`src/rtl/el2_exu_noc_result_receiver.sv`:
```
// NoC result receiver: reassembles NFLIT flits into {tag,data} results and queues them in a DEPTH-entry FIFO.
// Optional build macro EL2_NOC_RX_PARITY_EN adds per-flit even parity checking (flit_par in, err_parity out).
module el2_exu_noc_result_receiver #(
   parameter int FLIT_W = 8,
   parameter int DATA_W = 32,
   parameter int TAG_W  = 2,
   parameter int DEPTH  = 2
) (
   input  logic              clk_noc,
   input  logic              rst_l,
   input  logic              flush,
   input  logic              flit_valid,
   input  logic [FLIT_W-1:0] flit_data,
   input  logic              flit_last,
`ifdef EL2_NOC_RX_PARITY_EN
   input  logic              flit_par,
   output logic              err_parity,
`endif
   output logic              flit_ready,
   output logic              out_valid,
   input  logic              out_ready,
   output logic [DATA_W-1:0] out_data,
   output logic [TAG_W-1:0]  out_tag,
   output logic              err_framing
);

   localparam int PKT_W = DATA_W + TAG_W;
   localparam int NFLIT = (PKT_W + FLIT_W - 1) / FLIT_W;
   localparam int CW    = (NFLIT > 1) ? $clog2(NFLIT) : 1;
   localparam int PW    = (DEPTH > 1) ? $clog2(DEPTH) : 1;
   localparam int QW    = $clog2(DEPTH + 1);

   typedef struct packed {
      logic [TAG_W-1:0]  tag;
      logic [DATA_W-1:0] data;
   } res_t;

   logic [NFLIT-1:0][FLIT_W-1:0] pkt_q, pkt_nx;
   logic [NFLIT*FLIT_W-1:0]      pkt_flat;
   logic [CW-1:0]                cnt_q;
   logic                         rdy_en_q;
   logic                         err_framing_q;
   logic [QW-1:0]                count_q;
   logic [PW-1:0]                wr_ptr_q, rd_ptr_q;
   res_t                         mem_q [DEPTH];
   res_t                         pkt_res;

   logic acc, at_end, frame_ok, frame_err, pkt_end, push, pop;
   logic unused_pkt_bits;

   function automatic logic [PW-1:0] inc_ptr(input logic [PW-1:0] p);
      return (p == PW'(DEPTH - 1)) ? '0 : p + 1'b1;
   endfunction

   // Ready is held low until the first edge after reset release.
   assign flit_ready = rdy_en_q && (count_q < QW'(DEPTH));
   assign acc        = flit_valid && flit_ready && !flush;
   assign at_end     = (cnt_q == CW'(NFLIT - 1));
   assign frame_ok   = flit_last && at_end;
   assign frame_err  = acc && (flit_last != at_end);
   assign pkt_end    = frame_ok || frame_err;

   // The final flit is merged combinationally so the push happens on its own edge.
   for (genvar k = 0; k < NFLIT; k++) begin : g_flit
      assign pkt_nx[k] = (cnt_q == CW'(k)) ? flit_data : pkt_q[k];
   end

   assign pkt_flat        = pkt_nx;
   assign pkt_res         = res_t'(pkt_flat[PKT_W-1:0]);
   assign unused_pkt_bits = ^pkt_flat;

`ifdef EL2_NOC_RX_PARITY_EN
   logic par_bad_flit, pkt_bad, bad_q, err_parity_q;

   assign par_bad_flit = flit_par ^ (^flit_data);
   assign pkt_bad      = bad_q || par_bad_flit;
   assign push         = acc && frame_ok && !pkt_bad;
   assign err_parity   = err_parity_q;

   always_ff @(posedge clk_noc or negedge rst_l) begin
      if (!rst_l) begin
         bad_q        <= 1'b0;
         err_parity_q <= 1'b0;
      end else begin
         // Framing errors take precedence, so parity only reports on a well-framed end.
         err_parity_q <= acc && frame_ok && pkt_bad;
         if (flush)
            bad_q <= 1'b0;
         else if (acc)
            bad_q <= pkt_end ? 1'b0 : pkt_bad;
      end
   end
`else
   assign push = acc && frame_ok;
`endif

   assign pop         = out_valid && out_ready && !flush;
   assign out_valid   = (count_q != '0);
   assign out_data    = mem_q[rd_ptr_q].data;
   assign out_tag     = mem_q[rd_ptr_q].tag;
   assign err_framing = err_framing_q;

   always_ff @(posedge clk_noc or negedge rst_l) begin
      if (!rst_l) begin
         rdy_en_q      <= 1'b0;
         err_framing_q <= 1'b0;
         cnt_q         <= '0;
         pkt_q         <= '0;
      end else begin
         rdy_en_q      <= 1'b1;
         err_framing_q <= frame_err;
         if (flush)
            cnt_q <= '0;
         else if (acc)
            cnt_q <= pkt_end ? '0 : cnt_q + 1'b1;
         if (acc)
            pkt_q <= pkt_nx;
      end
   end

   always_ff @(posedge clk_noc or negedge rst_l) begin
      if (!rst_l) begin
         count_q  <= '0;
         wr_ptr_q <= '0;
         rd_ptr_q <= '0;
      end else if (flush) begin
         count_q  <= '0;
         wr_ptr_q <= '0;
         rd_ptr_q <= '0;
      end else begin
         if (push)
            wr_ptr_q <= inc_ptr(wr_ptr_q);
         if (pop)
            rd_ptr_q <= inc_ptr(rd_ptr_q);
         case ({push, pop})
            2'b10:   count_q <= count_q + 1'b1;
            2'b01:   count_q <= count_q - 1'b1;
            default: count_q <= count_q;
         endcase
      end
   end

   always_ff @(posedge clk_noc or negedge rst_l) begin
      if (!rst_l) begin
         for (int i = 0; i < DEPTH; i++)
            mem_q[i] <= '0;
      end else if (push) begin
         mem_q[wr_ptr_q] <= pkt_res;
      end
   end

endmodule

```
`config.mk`:
```
export PLATFORM = sky130hd
export DESIGN_NAME = el2_exu_noc_result_receiver
export DESIGN_NICKNAME = d
export VERILOG_FILES = /design/src/rtl/el2_exu_noc_result_receiver.sv
export SDC_FILE = /design/constraint.sdc
export NUM_CORES = 1
export LEC_CHECK = 0
export ABC_AREA = 1
export CAP_MARGIN = 25
export CORE_MARGIN = 5
export CORE_UTILIZATION = 35
export CTS_BUF_LIST = sky130_fd_sc_hd__clkbuf_16
export DETAILED_ROUTE_END_ITERATION = 12
export GPL_TIMING_DRIVEN = 0
export PLACE_DENSITY = 0.66
export REMOVE_ABC_BUFFERS = 1
export SLEW_MARGIN = 20
export SYNTH_ARGS = -nofsm -noshare
export SYNTH_HDL_FRONTEND = slang
export SYNTH_SLANG_ARGS = --single-unit
```
`constraint.sdc`:
```
create_clock -name clk_noc -period 1.55 [get_ports clk_noc]
set_input_delay 0.2325 -clock clk_noc [delete_from_list [all_inputs] [get_ports clk_noc]]
set_output_delay 0.2325 -clock clk_noc [all_outputs]
set_load 0.005 [all_outputs]
```
# Word level (Yosys, flattened, before mapping)
# Cells that the tools add are included.
[word_totals] reg_bits=111 in_bits=14 output_inout_bits=37 elab_cells=72
[classes] addsub=5 magnitude_cmp=4 eq_ne=7 mux=22 n_bitwise=2 n_reduce_logical=17
[ops] operator="two-way mux 34 bit" n=4
[ops] operator="bitwise mux 68 bit" n=1
[ops] operator="demux 34 bit (select 1 bit)" n=1
[ops] operator="two-way mux 8 bit" n=4
[ops] operator="logical AND 1 bit" n=9
[ops] operator="two-way mux 3 bit" n=3
[ops] operator="nonzero test 2 bit" n=4
[ops] operator="equality test 3 x 2 -> 1 bit, second input constant" n=2
[ops] operator="two-way mux 1 bit" n=6
[ops] operator="greater-or-equal comparator 2 bit, second input constant" n=2
[ops] operator="two-way mux 2 bit" n=2
[ops] operator="inverter 1 -> 2 bit" n=2
[ops] operator="one-hot mux 2 bit (2 select lines)" n=1
[ops] operator="adder 3 x 1 -> 3 bit, second input constant" n=1
[ops] operator="equality test 3 x 1 -> 1 bit, second input constant" n=1
[ops] operator="equality test 3 bit, second input constant" n=1
[ops] operator="zero test 3 bit" n=1
[ops] operator="nonzero test 3 bit" n=1
[ops] operator="adder 1 bit, second input constant" n=2
[ops] operator="adder 2 x 1 -> 2 bit, second input constant" n=1
[ops] operator="equality test 2 x 1 -> 1 bit, second input constant" n=1
[ops] operator="equality test 2 bit, second input constant" n=1
[ops] operator="< comparator 2 x 1 -> 1 bit, second input constant" n=1
[ops] operator="< comparator 2 bit, second input constant" n=1
[ops] operator="other kinds (4)" n=4

# Longest topological paths before layout
[logic_depth] word_depth=9 ltp_mapped=12 ltp_nobuf=11

# Worst setup path after synthesis
# Ideal clock, no wire load.
[synth_path] path_kind="reg2reg" from="register cnt_q[0]" to="register mem_q[2] (netlist name)" setup_ns=0.124 t_arrival_ns=1.579 t_required_ns=1.426 slack_ns=-0.153 stages_incl_launch_ff=11 path_buffers=2 synth_period_minus_slack_ns=1.703 cell_sequence="dfrtp_1 inv_1 ha_1 nand2_1 inv_1 ha_1 nand4_4 buf_6 clkbuf_2 o21ai_0 nand2_1"
[synth_between] elab_chain_len=3 word_cells_on_any_way=6 classes_between="eq/ne (1); mux (2); reduce/logical (3)"
[synth_lines] item="start, declared" line="40" text="logic [CW-1:0] cnt_q;"
[synth_lines] item="start signal, assigned" line="115" text="cnt_q <= pkt_end ? '0 : cnt_q + 1'b1;"
[synth_lines] item="zero test 3 bit / equality test 3 bit (equally long branches)" line="65, 58"
[synth_lines] item="two-way mux 8 bit / logical AND 1 bit (equally long branches)" line="65, 59"
[synth_lines] item="bitwise mux 68 bit / logical AND 1 bit (equally long branches)" line="148, 94"
[synth_lines] item="end signal, assigned by index" line="148" text="mem_q[wr_ptr_q] <= pkt_res;"
[synth_lines] item="end, declared" line="45" text="res_t mem_q [DEPTH];"
# Several ways; a longest one is shown, not always the timed one.
# A chain may end at the register's enable or synchronous reset.

# Final worst setup path
[layout_path] from="register cnt_q[0]" to="register mem_q[24] (netlist name)"
[layout_between] elab_chain_len=3 word_cells_on_any_way=6 classes_between="eq/ne (2); mux (2); reduce/logical (2)"
[layout_lines] item="equality test 3 x 2 -> 1 bit / equality test 3 bit (equally long branches)" line="65, 58"
[layout_lines] item="two-way mux 8 bit / logical AND 1 bit (equally long branches)" line="65, 59"
[layout_lines] item="bitwise mux 68 bit / logical AND 1 bit (equally long branches)" line="148, 94"
# Several ways; a longest one is shown, not always the timed one.

==> impl_metrics.py <==
metrics = {
    "outcome": {
        "run_status": "finished, violations left",
        "violated_checks": "negative setup slack",
    },
    "worst_setup_path": {
        "critical_path_class": "flip-flop to flip-flop",
        "start_kind": "flip-flop",
        "setup.worst_path.end_class": "flip-flop",
        "required_ps": 1800,
        "worst-endpoint-arrival_ps": 2050,
        "critical_path.max_fanout": 3,
    },
    "synthesis": {
        "synth_area_leader_cell": "dfrtp_1",
        "seq_area_frac_synth_pct": 53.33,
        "yosys_register_bits": 111,
        "yosys_warnings": 0,
        "synth_top_cell_area_share_pct": 53.33,
        "synth.top_cells.by_area": "dfrtp_1 53%, nand2_1 19%, o21ai_0 14%",
        "syn-instance-count": 655,
        "netlist_top_cells_count": "270 x nand2_1, 142 x o21ai_0, 111 x dfrtp_1, 61 x inv_1, 14 x buf_2",
        "post-synth-top-count-cell": "nand2_1",
        "postSynth.asyncResetShare_pct": 100.0,
        "synth_enable_flop_cells": 0,
        "synthDistinctLibCells": 23,
        "netlist_area_sq_um": 5209,
        "ys.flop_type": "dfrtp_1",
        "syn_avg_cell_area_sq_um": 7.952,
    },
    "drt": {
        "finalWirelength_microns": 17650,
        "routed-via-count": 4854,
        "post_drt_via_cell_ratio": 5.191,
        "residual_antenna_violating_net_count_after_detailed_routing": 0,
        "wl_per_cell_microns": 18.87,
        "firstDrtPassIters": 5,
        "remaining_drc_errors": 0,
        "drt_first_iter_violations": 373,
    },
    "placement": {
        "pre_cts_ws_ps": -1257,
        "port_buffers": 50,
        "gp_routability_congestion": 0.7239,
        "dpl.hpwl_microns": 7684,
    },
    "hold_path": {
        "hold_class": "input port to asynchronous set/reset pin",
    },
    "die": {
        "num_rows": 44,
        "die_h_microns": 132.0,
        "fp.coreArea_sq_um": 14590,
        "top_level_ports": 51,
        "start_util_pct": 35.70,
        "die_w_microns": 132.0,
        "fp.dieArea_sq_um": 17420,
    },
    "global_routing": {
        "grt-ovfl-total": 0,
        "grt_pass1_wl_microns": 26180,
        "grt_max_degree": 80,
        "antenna_violations_before_repair": 0,
        "grt_util_all_layers_pct": 18.85,
        "grt_pass1_vias": 4849,
    },
    "clock_tree": {
        "tritoncts_buffer_count": 9,
        "maximum_buffer_depth_of_the_clock_tree": 2,
        "cts.htree.levels": 3,
        "insertion_delay_ps": 360,
        "cts.clk_slew.worst_paths_ps": 70,
        "root_buffer": "clkbuf_16",
        "cts.sink_count": 111,
        "cts_tree": "yes",
    },
    "cells_and_area": {
        "design.final.nets": 768,
        "n_antenna_cell": 0,
        "syn_to_final_growth_pct": 46.34,
        "drive_above_1_share_pct": 38.08,
    },
    "timing": {
        "layout_setup_ws_ps": -258.0,
        "timing.max_slew.rel_slack_pct": 54.77,
        "slew_of_the_pin_with_the_lowest_slew_margin_ps": 678.5,
        "max_slew_violation_count": 0,
        "fin_crit_sh_pct": 116.6,
        "hold_viol": 0,
        "finClkSkew_ps": 7.643,
        "finalSetupViolations": 105,
        "hold_ws_ps": 326.3,
        "rsz0062_at_grt": "yes",
        "peak_freq_ghz": 0.5531,
        "final_period_minus_worst_setup_slack_ps": 1808,
    },
    "power_and_ir_drop": {
        "worst_ir_drop_vdd_uv": 701.2,
        "total_leakage_power_nw": 3.919,
        "power_density_nw_per_um2": 1151,
    },
    "run": {
        "timing.max_cap.violations": 0,
    },
}
==> logic make-up (layout without fill, tap and decap cells) <==
logic type                 after synthesis  after routing  share of synthesized area, %
other                                    1              1                       0.07199
adders and majority gates                6              6                         1.441
AOI/OAI and AO/OA                      150            150                         14.51
and+or+nand+nor                        286            291                         22.00
buffers and inverters                  100            191                         8.479
DFF                                    111            111                         53.33
xor gates and xnor gates                 1              1                        0.1682
==> per-stage QoR <==
step / TNS, ps / power [mW] / cell area, sq um / instances / util (%)
3_5_place_dp: -120580 / 5.586 / 5869 / 859 / 40.23
3_3_place_gp: -623680 / 5.475 / 5742 / 854 / 39.36
2_1_floorplan: -48500 / 4.485 / 5011 / 620 / -
5_1_grt: -21680 / 9.199 / 7622 / 935 / 52.25
6_report: -16340 / 8.777 / 7622 / 935 / 52.25
4_1_cts: -13230 / 8.159 / 7009 / 922 / 48.04
==> per-layer routing <==
layer | wire length, microns | share of wire, % | global-route usage [%] | vias up
met3 | 943 | 5.3 | 4.122 | 55
li1 | - | - | - | 2270
met4 | 801 | 4.5 | 7.771 | 0
met1 | 7155 | 41 | 23.72 | 2365
met5 | 0 | 0 | 0 | -
met2 | 8745 | 50 | 31.41 | 164
==> registers in the layout (all words and copies together) (netlist names) <==
| name | cells |
|---|---|
| rd_ptr_q | 1 |
| mem_q | 68 |
| pkt_q | 34 |
| cnt_q | 3 |
| err_framing | 1 |
| wr_ptr_q | 1 |
| count_q | 2 |
| rdy_en_q | 1 |
==> worst max-delay path: stages (launching register included) <==
cell	delay, ps
dfrtp_1	390
inv_2	90
ha_4	160
nand2_4	60
inv_4	60
ha_4	130
buf_4	140
nand4_4	110
buf_4	200
o21ai_0	270
nand2_2	70
==> final cells by class <==
cell class	instances	area, sq um
fillers	1275	6967
multi-input cells	449	2814
flip-flops and latches	111	2783
repair buffers	112	1297
inverters	65	252.7
well taps	184	230.2
clock buffers	9	225.2
clock inverters	5	20.02
==> report_power, final <==
group | internal (mW) | switching, mW | leakage, nW | total, mW
sequential | 3.28 | 0.221 | 1.35 | 3.50
combinational | 1.40 | 1.79 | 2.44 | 3.19
clock | 1.05 | 1.04 | 0.129 | 2.09
==> placed cells by master, fill, tap and decap left out, types with 11 or more instances in the layout <==
| cell | instances |
|---|---|
| o21ai_2 | 50 |
| o21ai_1 | 54 |
| buf_12 | 14 |
| buf_4 | 17 |
| clkdlybuf4s50_1 | 11 |
| inv_1 | 59 |
| nand2_4 | 33 |
| o21ai_0 | 33 |
| buf_6 | 13 |
| buf_2 | 34 |
| dfrtp_1 | 109 |
| nand2_2 | 62 |
| clkbuf_16 | 15 |
| nand2_1 | 176 |
==> repair_timing <==
action | in CTS | in global routing
gates cloned | 13 | 6
endpoints found under the hold margin | 32 | 0
pin swaps | 46 | 27
buffers inserted | 36 | 13
hold buffers | 1 | 0
setup endpoints to repair | 145 | 141
gates resized for setup | 334 | 178
==> worst paths after layout <==
| kind | startpoint | end | slack [ps] | cells past startpoint |
|---|---|---|---|---|
| max | cnt_q[0]$_DFFE_PN0P_ | mem_q[24]$_DFFE_PN0P_ | -260 | 10 |
| min | rst_l | mem_q[55]$_DFFE_PN0P_ | 330 | 2 |
| max reg2reg | cnt_q[0]$_DFFE_PN0P_ | mem_q[24]$_DFFE_PN0P_ | -260 | 10 |
| min reg2reg | pkt_q[33]$_DFFE_PN0P_ | pkt_q[33]$_DFFE_PN0P_ | 480 | 2 |
| max in group asynchronous | rst_l | rd_ptr_q$_DFFE_PN0P_ | 490 | 3 |
| min in group clk_noc | pkt_q[33]$_DFFE_PN0P_ | pkt_q[33]$_DFFE_PN0P_ | 480 | 2 |
Note: power is estimated with default switching activity, not from simulation.
==> patch (same settings) <==
The option `EL2_NOC_RX_PARITY_EN` is turned on by a define.
--- a/src/rtl/el2_exu_noc_result_receiver.sv
+++ b/src/rtl/el2_exu_noc_result_receiver.sv
@@ -1,4 +1,6 @@
 // NoC result receiver: reassembles NFLIT flits into {tag,data} results and queues them in a DEPTH-entry FIFO.
 // Optional build macro EL2_NOC_RX_PARITY_EN adds per-flit even parity checking (flit_par in, err_parity out).
+`define EL2_NOC_RX_PARITY_EN
+
 module el2_exu_noc_result_receiver #(
    parameter int FLIT_W = 8,
Interface: changed (added err_parity and flit_par); port bits go from 51 to 53. The function was not compared with the original's and may differ.
==> patch against the unedited design <==
  * Non-clock buffer count decreased by 1
  * Largest cell class is now registers
  * Die area decreased by 0.20%
  * First-iteration DRC count increased by 19%
  * Routed wire length decreased by 8.0%
  * Critical endpoint is now mem_q[4]
  * The flow still finishes with violations (setup timing)
  * Sequential cell count increased by 2
  * Highest routed layer unchanged
  * Critical path type unchanged
  * Setup slack got worse by 0.14 ns
  * Area after synthesis decreased by 0.22%
  * Design area increased by 1.5%
Power is not compared: it rests on default switching activity, and its combinational part moved more than twofold at a synthesized area within 25%.
==> patch: results (changes against the unedited design) <==
status: finished, violations left
failing checks: setup timing
wire length on met1: 6550 um (-8.5%)
Yosys Warn Count: 0 (unchanged)
Internal Power: 5470 uW
wire length on met2: 7970 um (-8.9%)
clock slew at reported path FFs: 0.05 ns (-0.02 ns)
Mean Syn Cell Area: 7.92 um^2 (-0.37%)
most frequent cell after synthesis: nand2_1
Place WS: -1.61 ns (-0.352 ns)
vias in the first global route: 4,869 (+0.41%)
gr usage total: 0.184 (-0.00478)
largest net degree at the start of global routing: 78 (-2.5%)
Crit Path Max Fanout: 19 (+16)
Post-synth ARST share: 1.00 (unchanged)
synth cell count leaders: nand2_1 (265), dfrtp_1 (113), o21ai_0 (78), nor2_1 (37), inv_1 (36)
Final Setup Violations: 132 (+26%)
final worst slack: -0.402 ns (-0.144 ns)
layout cell share with drive strength beyond 1: 0.345 (-0.0363)
most area-consuming cells after synthesis: dfrtp_1 (54%), nand2_1 (19%), o21ai_0 (7.5%), a21oi_1 (3.3%), nor2_1 (2.7%)
clock skew: 0.00986 ns (+0.00222 ns)
Netlist cell types: 27 (+17%)
post-synthesis sequential area ratio: 0.544 (+0.0108)
total CTS buffers: 17 (+8)
hpwl dp: 7500 um (-2.4%)
final wirelength: 16,200 um (-8.0%)
first-pass GRT wire length: 25,600 um (-2.4%)
Clock Tree Root: clkbuf_16
routed wl met3: 1250 um (+32%)
clock insertion delay at the later pin of the skew report: 0.41 ns (+0.05 ns)
initial DRC count: 443 (+19%)
port bufs: 52 (+4.0%)
slew margin rel.: 0.620 (+0.0727)
fin nets: 783 (+2.0%)
Via density: 5.11 (-1.6%)
# fillers: 1,259 (-1.3%)
placed insts: 863 (+0.47%)
GPL Wtd Cong: 0.836 (+15%)
H-Tree Level Count: 4 (+1)
routed len/inst: 16.9 um (-10%)
worst reg-to-reg path cell count: 13 (+3)
CP arrival: 2.23 ns (+0.18 ns)
patch: logic make-up after synthesis:
family | after synthesis | share of synthesized area
and+or+nand+nor | 320 | 0.240
AOI/OAI and AO/OA | 143 | 0.142
DFF | 113 | 0.544
buffers and inverters | 72 | 0.0573
adders and majority gates | 6 | 0.0144
xor gates and xnor gates | 1 | 0.00169
other | 1 | 0.000722
patch: final timing paths:
path,to,slack (ns)
setup / recovery,mem_q[4],-0.40
hold / removal,mem_q[25],0.29
setup reg to reg,mem_q[4],-0.40
hold reg to reg,pkt_q[16],0.48
max in group asynchronous,mem_q[41],0.58
min in group clk_noc,mem_q[30],0.42
patch: stage by stage:
stage	hold slack, ns	setup TNS, ns	cell area, um^2
floorplan	-0.0631	-137.70	5040
detailed placement	0.160	-151.89	5890
global route	0.303	-46.98	7740
CTS	0.293	-26.92	7210
global placement	0.462	-820.62	5790
finish	0.285	-35.46	7740
patch: what timing repair did:
| action | CTS | global route |
|---|---|---|
| gates resized for setup | 262 | 147 |
| cloned | 14 | 3 |
| pin swaps | 24 | 29 |
| hold buffers | 1 | 0 |
| setup buffers | 39 | 8 |
| hold endpoints to repair | 36 | 0 |
| setup endpoints to repair | 147 | 143 |
patch: power groups by stage:
stage	clock network, uW	registers [uW]	logic [uW]
global placement	0	3220	529
floorplan	0	3210	336
finish	3480	3190	650
detailed placement	0	3230	552
global route	3650	3200	727
CTS	3520	3180	604
patch: final cells by class:
cell class                 count  area [um^2]  area share
inverter                      38          161      0.0209
timing repair buffer         111         1240       0.160
timing repair inverter         6          111      0.0144
multi-input combinational    475         2640       0.341
clock inverter                15          105      0.0136
sequential                   113         2830       0.366
clock buffer                  17          425      0.0550
tap                          184          230      0.0297
patch: critical path: cells and delay by family, from the launching register on:
kind | cells | cell delay [ns]
buffers and inverters | 6 | 0.67
AND/OR/NAND/NOR | 4 | 0.39
adder cells (fa/ha/maj) | 2 | 0.27
flip-flops | 1 | 0.40
AO/OA/AOI/OAI | 1 | 0.06
patch: per-layer routing:
layer	GRT usage	vias up
met5	0	-
met4	0.0674	0
met3	0.0500	35
met2	0.304	200
met1	0.230	2338
li1	-	2324
